## config.mk

```make
export PLATFORM = sky130hd
export DESIGN_NAME = keypad_entry_ctrl
export DESIGN_NICKNAME = d
export VERILOG_FILES = /design/src/rtl/keypad_entry_ctrl.sv
export SDC_FILE = /design/constraint.sdc
export NUM_CORES = 1
export LEC_CHECK = 0
export ABC_CLOCK_PERIOD_IN_PS = 3300
export BUFFER_PORTS_ARGS = -buffer_cell sky130_fd_sc_hd__buf_4
export CORE_MARGIN = 8
export CORE_UTILIZATION = 40
export DETAILED_ROUTE_END_ITERATION = 10
export GPL_ROUTABILITY_DRIVEN = 0
export GPL_TIMING_DRIVEN = 0
export HOLD_SLACK_MARGIN = 0.12
export SYNTH_ARGS = -nofsm -noshare
export SYNTH_HDL_FRONTEND = slang
export SYNTH_SLANG_ARGS = --single-unit
```

## constraint.sdc

```tcl
create_clock -name clk -period 3.3 [get_ports clk]
set_clock_uncertainty 0.05 [all_clocks]
set_input_delay 0 -clock clk [delete_from_list [all_inputs] [get_ports clk]]
set_output_delay 0 -clock clk [all_outputs]
set_load 0.005 [all_outputs]
```

## src/rtl/keypad_entry_ctrl.sv

```systemverilog
// Operand-entry controller: builds two BCD operands from keypad events,
// hands them to the BCD arithmetic unit over valid/ready, waits for the
// result (with timeout) and selects what the 7-segment driver shows.
//
// state   | meaning
// --------+-------------------------------------------------------------
// S_A     | entering operand A, display shows A
// S_B     | entering operand B, display shows B
// S_ISSUE | operands offered (op_valid=1), keys ignored, display busy
// S_WAIT  | waiting for res_valid or timeout, keys ignored, display busy
// S_SHOW  | result (or 0 after timeout) shown; digit/CLEAR starts over
module keypad_entry_ctrl #(
  parameter int DIGITS      = 3,
  parameter int TIMEOUT_CYC = 2_700_000
) (
  input  logic                          clk,
  input  logic                          rst,
  input  logic [3:0]                    key_code,
  input  logic                          key_pulse,
  output logic [4*DIGITS-1:0]           op_a,
  output logic [4*DIGITS-1:0]           op_b,
  output logic                          op_valid,
  input  logic                          op_ready,
  input  logic [4*(DIGITS+1)-1:0]       res_bcd,
  input  logic                          res_valid,
  output logic [4*(DIGITS+1)-1:0]       disp_bcd,
  output logic [1:0]                    disp_mode,
  output logic [$clog2(DIGITS+1)-1:0]   digit_cnt,
  output logic                          err
);

  localparam int OPW = 4 * DIGITS;
  localparam int RSW = 4 * (DIGITS + 1);
  localparam int CW  = $clog2(DIGITS + 1);
  localparam int TW  = (TIMEOUT_CYC > 1) ? $clog2(TIMEOUT_CYC) : 1;

  localparam logic [CW-1:0] CNT_MAX  = CW'(DIGITS);
  localparam logic [CW-1:0] CNT_ONE  = CW'(1);
  localparam logic [TW-1:0] TMO_LOAD = TW'(TIMEOUT_CYC - 1);

  localparam logic [3:0] KEY_9     = 4'h9;
  localparam logic [3:0] KEY_ENTER = 4'hA;
  localparam logic [3:0] KEY_BS    = 4'hB;
  localparam logic [3:0] KEY_CLEAR = 4'hC;

  localparam logic [1:0] MODE_A    = 2'd0;
  localparam logic [1:0] MODE_B    = 2'd1;
  localparam logic [1:0] MODE_BUSY = 2'd2;
  localparam logic [1:0] MODE_RES  = 2'd3;

  typedef enum logic [2:0] {
    S_A     = 3'd0,
    S_B     = 3'd1,
    S_ISSUE = 3'd2,
    S_WAIT  = 3'd3,
    S_SHOW  = 3'd4
  } state_t;

  state_t          state_q, state_d;
  logic [OPW-1:0]  a_q, a_d;
  logic [OPW-1:0]  b_q, b_d;
  logic [CW-1:0]   cnt_q, cnt_d;
  logic            err_q, err_d;
  logic [TW-1:0]   tmo_q, tmo_d;
  logic [RSW-1:0]  res_q, res_d;
  logic            op_valid_q, op_valid_d;
  logic [1:0]      disp_mode_q, disp_mode_d;
  logic [RSW-1:0]  disp_bcd_q, disp_bcd_d;

  logic [OPW-1:0]  edit_src;
  logic [OPW-1:0]  edit_val;
  logic [CW-1:0]   edit_cnt;
  logic            is_digit;

  assign is_digit = (key_code <= KEY_9);

  // Digit/backspace edit of whichever operand is currently being entered.
  always_comb begin
    edit_src = (state_q == S_B) ? b_q : a_q;
    edit_val = edit_src;
    edit_cnt = cnt_q;
    if (is_digit) begin
      if (cnt_q < CNT_MAX) begin
        edit_val = {edit_src[OPW-5:0], key_code};
        edit_cnt = cnt_q + CNT_ONE;
      end
    end else if (key_code == KEY_BS) begin
      if (cnt_q != '0) begin
        edit_val = edit_src >> 4;
        edit_cnt = cnt_q - CNT_ONE;
      end
    end
  end

  // Next-state and next-register values; display outputs follow the next state.
  always_comb begin
    state_d = state_q;
    a_d     = a_q;
    b_d     = b_q;
    cnt_d   = cnt_q;
    err_d   = err_q;
    tmo_d   = tmo_q;
    res_d   = res_q;

    case (state_q)
      S_A, S_B: begin
        if (key_pulse) begin
          if (key_code == KEY_ENTER) begin
            if (state_q == S_A) begin
              state_d = S_B;
              cnt_d   = '0;
              b_d     = '0;
            end else begin
              state_d = S_ISSUE;
            end
          end else if (key_code == KEY_CLEAR) begin
            state_d = S_A;
            cnt_d   = '0;
            a_d     = '0;
            b_d     = '0;
          end else begin
            cnt_d = edit_cnt;
            if (state_q == S_A) a_d = edit_val;
            else                b_d = edit_val;
          end
        end
      end
      S_ISSUE: begin
        if (op_ready) begin
          state_d = S_WAIT;
          tmo_d   = TMO_LOAD;
        end
      end
      S_WAIT: begin
        // A result in the same cycle as a key wins; the key is simply dropped.
        if (res_valid) begin
          res_d   = res_bcd;
          err_d   = 1'b0;
          state_d = S_SHOW;
        end else if (tmo_q == '0) begin
          res_d   = '0;
          err_d   = 1'b1;
          state_d = S_SHOW;
        end else begin
          tmo_d = tmo_q - TW'(1);
        end
      end
      S_SHOW: begin
        if (key_pulse) begin
          if (is_digit) begin
            a_d     = OPW'(key_code);
            b_d     = '0;
            cnt_d   = CNT_ONE;
            err_d   = 1'b0;
            state_d = S_A;
          end else if (key_code == KEY_CLEAR) begin
            a_d     = '0;
            b_d     = '0;
            cnt_d   = '0;
            err_d   = 1'b0;
            state_d = S_A;
          end
        end
      end
      default: state_d = S_A;
    endcase

    op_valid_d  = (state_d == S_ISSUE);
    disp_mode_d = MODE_BUSY;
    disp_bcd_d  = '0;
    case (state_d)
      S_A: begin
        disp_mode_d = MODE_A;
        disp_bcd_d  = {4'h0, a_d};
      end
      S_B: begin
        disp_mode_d = MODE_B;
        disp_bcd_d  = {4'h0, b_d};
      end
      S_SHOW: begin
        disp_mode_d = MODE_RES;
        disp_bcd_d  = res_d;
      end
      default: ;
    endcase
  end

  // State and output registers with synchronous reset.
  always_ff @(posedge clk) begin
    if (rst) begin
      state_q     <= S_A;
      a_q         <= '0;
      b_q         <= '0;
      cnt_q       <= '0;
      err_q       <= 1'b0;
      tmo_q       <= '0;
      res_q       <= '0;
      op_valid_q  <= 1'b0;
      disp_mode_q <= MODE_A;
      disp_bcd_q  <= '0;
    end else begin
      state_q     <= state_d;
      a_q         <= a_d;
      b_q         <= b_d;
      cnt_q       <= cnt_d;
      err_q       <= err_d;
      tmo_q       <= tmo_d;
      res_q       <= res_d;
      op_valid_q  <= op_valid_d;
      disp_mode_q <= disp_mode_d;
      disp_bcd_q  <= disp_bcd_d;
    end
  end

  assign op_a      = a_q;
  assign op_b      = b_q;
  assign op_valid  = op_valid_q;
  assign disp_bcd  = disp_bcd_q;
  assign disp_mode = disp_mode_q;
  assign digit_cnt = cnt_q;
  assign err       = err_q;

endmodule

```

# After elaboration in Yosys (flattened, before gate mapping)
# Index checks and enable logic that the tools add are counted.
# classes
reduce_logical	11
n_eq_ne	21
addsub	3
magnitude_cmp	2
muxes	59
# ops
cell	n
$mux 12	20
$mux 22	3
$mux 16	3
$pmux 12 s2	2
$pmux 16 s3	1
$pmux 22 s2	1
$mux 2	12
$mux 3	8
$logic_not 22->1	1
$sub 22x1->22 const B	1
$ne 5x5->1 const B	3
$eq 4x4->1 const B	3
$pmux 3 s4	1
$ne 2x2->1 const B	5
$eq 3x2->1 const B	3
$ne 3x3->1 const B	3
$reduce_and 4->1	2
$reduce_and 8->1	1
$reduce_bool 2->1	4
$eq 3x1->1 const B	2
$eq 3x3->1 const B	2
$logic_not 3->1	2
$pmux 2 s3	1
$mux 1	5
other kinds (7)	7
# totals
elab_cells	106
input_bits	25
ff_bits	87
output_inout_bits	46

# Logic depth before layout (Yosys ltp)
# depth
word_depth	11
ltp_mapped	9
mapped_depth_nobuf	7

# Worst setup path before layout
# Ideal clock, no wire load.
# synth_path
path_kind	flip-flop to flip-flop
start	register state_q[0]
end	register disp_bcd_q[10] (netlist: disp_bcd[10])
n_path_buf	1
setup_time_ps	138
slack_ps	1141
arrival_ps	1971
t_required_ps	3112
synth_period_minus_slack_ps	2159
path_stages_with_launch	8
path_cell_list	dfxtp_1 -> or3b_1 -> buf_2 -> mux4_2 -> a22o_1 -> o211ai_1 -> and3_1 -> o221ai_1
# synth_between
elab_chain_len	11
elab_cells_between_ends	37
cone_classes	eq/ne (6); mux (28); reduce/logical (3)
# synth_rtl
item	line	text
start, declared	59	state_t state_q, state_d;
start signal, assigned	202	state_q <= state_d;
$eq 3x1->1	79, 105	
$mux 12	79	edit_src = (state_q == S_B) ? b_q : a_q;
$mux 12	88	if (cnt_q != '0) begin
$mux 12	87	end else if (key_code == KEY_BS) begin
$mux 12	82	if (is_digit) begin
$mux 12	123	if (state_q == S_A) a_d = edit_val;
$mux 12	116	end else if (key_code == KEY_CLEAR) begin
$mux 12	108	if (key_code == KEY_ENTER) begin
$mux 12	107	if (key_pulse) begin
$pmux 12 s2	105	case (state_q)
$pmux 16 s3 (*)	171	case (state_d)
end signal, assigned	211	disp_bcd_q <= disp_bcd_d;
end, declared	68	logic [RSW-1:0] disp_bcd_q, disp_bcd_d;
# Every way passes the cells marked *; elsewhere a longest branch is shown, timed or not.
# A chain may end at the register's enable or synchronous reset.

# Final worst setup path
# layout_path
start	register state_q[2]
end	register disp_bcd_q[7] (netlist: disp_bcd[7])
# Same word-level chain as after synthesis.

==> results_dict.tcl <==
set metrics [dict create \
    run_status "complete, no violations" \
    crit_path_start_kind "register" \
    clkTransAtPathRegs_ns 0.07 \
    grt_overflow 0 \
    async_reset_ff_share_pct 0 \
    synth_cells 564 \
    seq_power_share_pct 44.0 \
    num_rows 39 \
    cp_slowest_stage_delay_ns 0.81 \
    globalRouteTotalUtil_pct 21.4 \
    crit_chain "clkbuf_1, nand2b_1, a311oi_1, buf_2, nand2_1, a21oi_1, a21oi_1, o211ai_1" \
    cp.arrival_ns 3.37 \
    power.switching_uw 626 \
    r2r-start "state_q[2]" \
    syn_area_sq_mm 0.00466 \
    ant_nets 0 \
    p_sw_share_pct 25.3 \
    hold_class "in -> reg" \
    syn_area_per_cell_sq_um 8.25 \
    clock_latency_ns 0.35 \
    start_util_pct 40.9 \
    synth-seq-cells 87 \
    ys_seq_area_share_pct 37.4 \
    dp_slack_ns 0.266 \
    synth-warning-count 0 \
    area_delta_synth_final_pct 24.6 \
    cts_buffer_depth 2 \
    netlist_top_cells_count "dfxtp_1, nor2_1, nand2_1, a21oi_1, clkbuf_1" \
    post_cts_buffers 0 \
    timing.rr.end "disp_bcd[7]" \
    crit_buf_inv 2 \
    grt_max_degree 16 \
    dp_hpwl_microns 12200 \
    port_buffers 64 \
    synth.area.top_cells "dfxtp_1, nor2_1, a21oi_1, a22oi_1, nand2_1" \
    clock_sinks 87 \
    post_cts_resized 0 \
    period_share_pct 95.6 \
    die-height_microns 124 \
    finalMaxSlewViolations 0 \
    hold_depth 2 \
    fin_crit_ns 3.16 \
    comb_power_share_pct 11.1 \
    endpoint_kind "register" \
    p_per_area_mw_per_mm2 427 \
    tightest_slew_ns 0.933 \
    drc 0 \
    cts_inserted_buffers 9 \
    detail_route.wl_per_cell_microns 20.4 \
    drive_gt1_share_pct 15.2 \
    setup_viol 0 \
    grt_pass1_wl_microns 25200 \
    crit_top_cell "a21oi_1" \
    antenna_found_initial 1 \
    hp-start "rst" \
    r2r_slack_ns 0.14 \
    synth_cell_types 64 \
    cts_max_level 3 \
    setup_slack_ns 0.144 \
    maxCapViolCount 0 \
    fmax_mhz 317 \
    first_global_vias 4694 \
    core_area_sq_mm 0.0114 \
    reg2regPathDepth 8 \
    crit_type "reg -> reg" \
    rsz0062_at_grt "false" \
    ioPinCount 71 \
    antennaDiodeCount 0 \
    firstDrtPassIters 5 \
    critPathTopFamily "compound AO/OA/AOI/OAI gates" \
    slew_headroom_pct 37.8 \
    p_clk_share_pct 44.8 \
    peakVddDrop_mv 0.331 \
    cts_root_buffer "clkbuf_16" \
    fillers 1110 \
    syn-num-nets 590 \
    synthFlopType "dfxtp_1" \
    synth_largest_area_cell "dfxtp_1" \
    drt_iter0_markers 580 \
    dieArea_sq_mm 0.0153 \
    power.leakage_uw 0.00215 \
    holdPathEnd "state_q[2]" \
    vias_per_cell 6.15 \
    cts_tree "yes" \
    crit_path_max_fanout 10 \
    cp_slowest_cell "a311oi_1" \
    hold_viol_final 0 \
    nets 682 \
    vias 4937 \
    wl_microns 16400 \
    synth.most_common_cell "dfxtp_1" \
    die_w_microns 124 \
    cp_data_required_time_ns 3.51 \
    yosysTopAreaCellShare_pct 37.4 \
    synth_edf_count 0 \
    setup_tns_ns 0 \
    intPower_uw 1850 \
]
==> power by group through the flow <==
stage / Clock (uW) / Sequential [uW] / Combinational (uW)
floorplan: 0 / 1110 / 147
global placement: 0 / 1110 / 252
detailed placement: 0 / 1110 / 254
CTS: 1140 / 1090 / 271
global route: 1170 / 1090 / 297
finish: 1110 / 1090 / 276
==> final cells by class <==
type / count / area (sq um) / area share [%]
Inverter: 6 / 22.5 / 0.388
Buffer: 41 / 166 / 2.87
Tap cell: 143 / 179 / 3.08
Clock buffer: 9 / 225 / 3.88
Clock inverter: 6 / 92.6 / 1.60
Sequential cell: 87 / 1740 / 30.0
Timing Repair Buffer: 81 / 651 / 11.2
Multi-Input combinational cell: 430 / 2730 / 47.0
==> cell families (layout without fill, tap and decap cells) <==
kind of cell             Yosys count  after routing  share of synthesized area, %
AO/OA/AOI/OAI                    190            190                          28.5
XOR/XNOR                          18             18                          3.39
adder cells (fa/ha/maj)            1              1                         0.269
buffers and inverters             47            143                          4.06
flip-flops                        87             87                          37.4
multiplexers                       7              7                          2.58
AND/OR/NAND/NOR                  214            214                          23.8
==> how the worst max path moves through the flow <==
stage	slack, ns	start	end	cells past startpoint
floorplan	1.14	state_q[0]	disp_bcd[10]	7
global placement	0.27	state_q[2]	disp_bcd[7]	8
detailed placement	0.27	state_q[2]	disp_bcd[7]	8
CTS	0.22	state_q[2]	disp_bcd[7]	8
global route	0.10	state_q[2]	disp_bcd[7]	8
finish	0.14	state_q[2]	disp_bcd[7]	8
==> layout by cell type (no fill, tap or decap), types with 4 or more instances in the layout <==
cell type,instances
a2111oi_0,10
a211oi_1,7
a21o_1,14
a21oi_1,46
a221oi_1,4
a22oi_1,26
a311oi_1,7
a31oi_1,8
and2_1,9
and3_1,5
buf_2,9
buf_4,64
clkbuf_1,30
clkbuf_16,9
dfxtp_1,87
dlygate4sd3_1,17
inv_1,6
mux4_2,4
nand2_1,49
nand2b_1,8
nand3_1,14
nand3b_1,5
nor2_1,65
nor2b_1,8
nor3_1,14
nor4_1,5
nor4bb_1,12
o211ai_1,12
o21a_1,6
o21ai_0,12
o21ai_1,5
o221ai_1,7
o22ai_1,4
or3_1,4
xor2_1,15
==> per-layer routing <==
layer  up-vias  wire length [microns]  part of all wire [%]  track usage [%]
met2       219                   7890                    48             35.0
met3        41                   1490                   9.1             5.85
met5         -                     13                 0.079                0
met1      2366                   6470                    40             25.5
li1       2309                      -                     -                -
met4         2                    499                   3.1             10.5
==> worst register-to-register path, cell delays in order (launching register included) <==
cell      delay, ns
dfxtp_1        0.49
clkbuf_1       0.46
nand2b_1       0.32
a311oi_1       0.81
buf_2          0.38
nand2_1        0.08
a21oi_1        0.28
a21oi_1        0.08
o211ai_1       0.11
==> sequential cells by signal, summed over array words and instances, names as in the netlist <==
name	cells
tmo_q	22
op_b	12
res_q	16
disp_mode	2
state_q	3
err	1
disp_bcd	16
op_a	12
digit_cnt	2
op_valid	1
==> stage by stage <==
step	area [sq um]	util (%)	hold slack (ns)	total power (uW)	std cells
floorplan	4660	-	0.0983	1260	564
global placement	5320	46.7	0.209	1370	771
detailed placement	5320	46.7	0.216	1370	771
CTS	5800	51.0	0.150	2500	803
global route	5800	51.0	0.211	2560	803
finish	5800	51.0	0.147	2480	803
==> what timing repair did <==
| item | 4_1_cts | 5_1_grt |
|---|---|---|
| endpoints found under the hold margin | 31 | 0 |
| endpoints found under the setup margin | 0 | 0 |
| hold buffers | 17 | 0 |
Note: power is estimated with default switching activity, not from simulation.
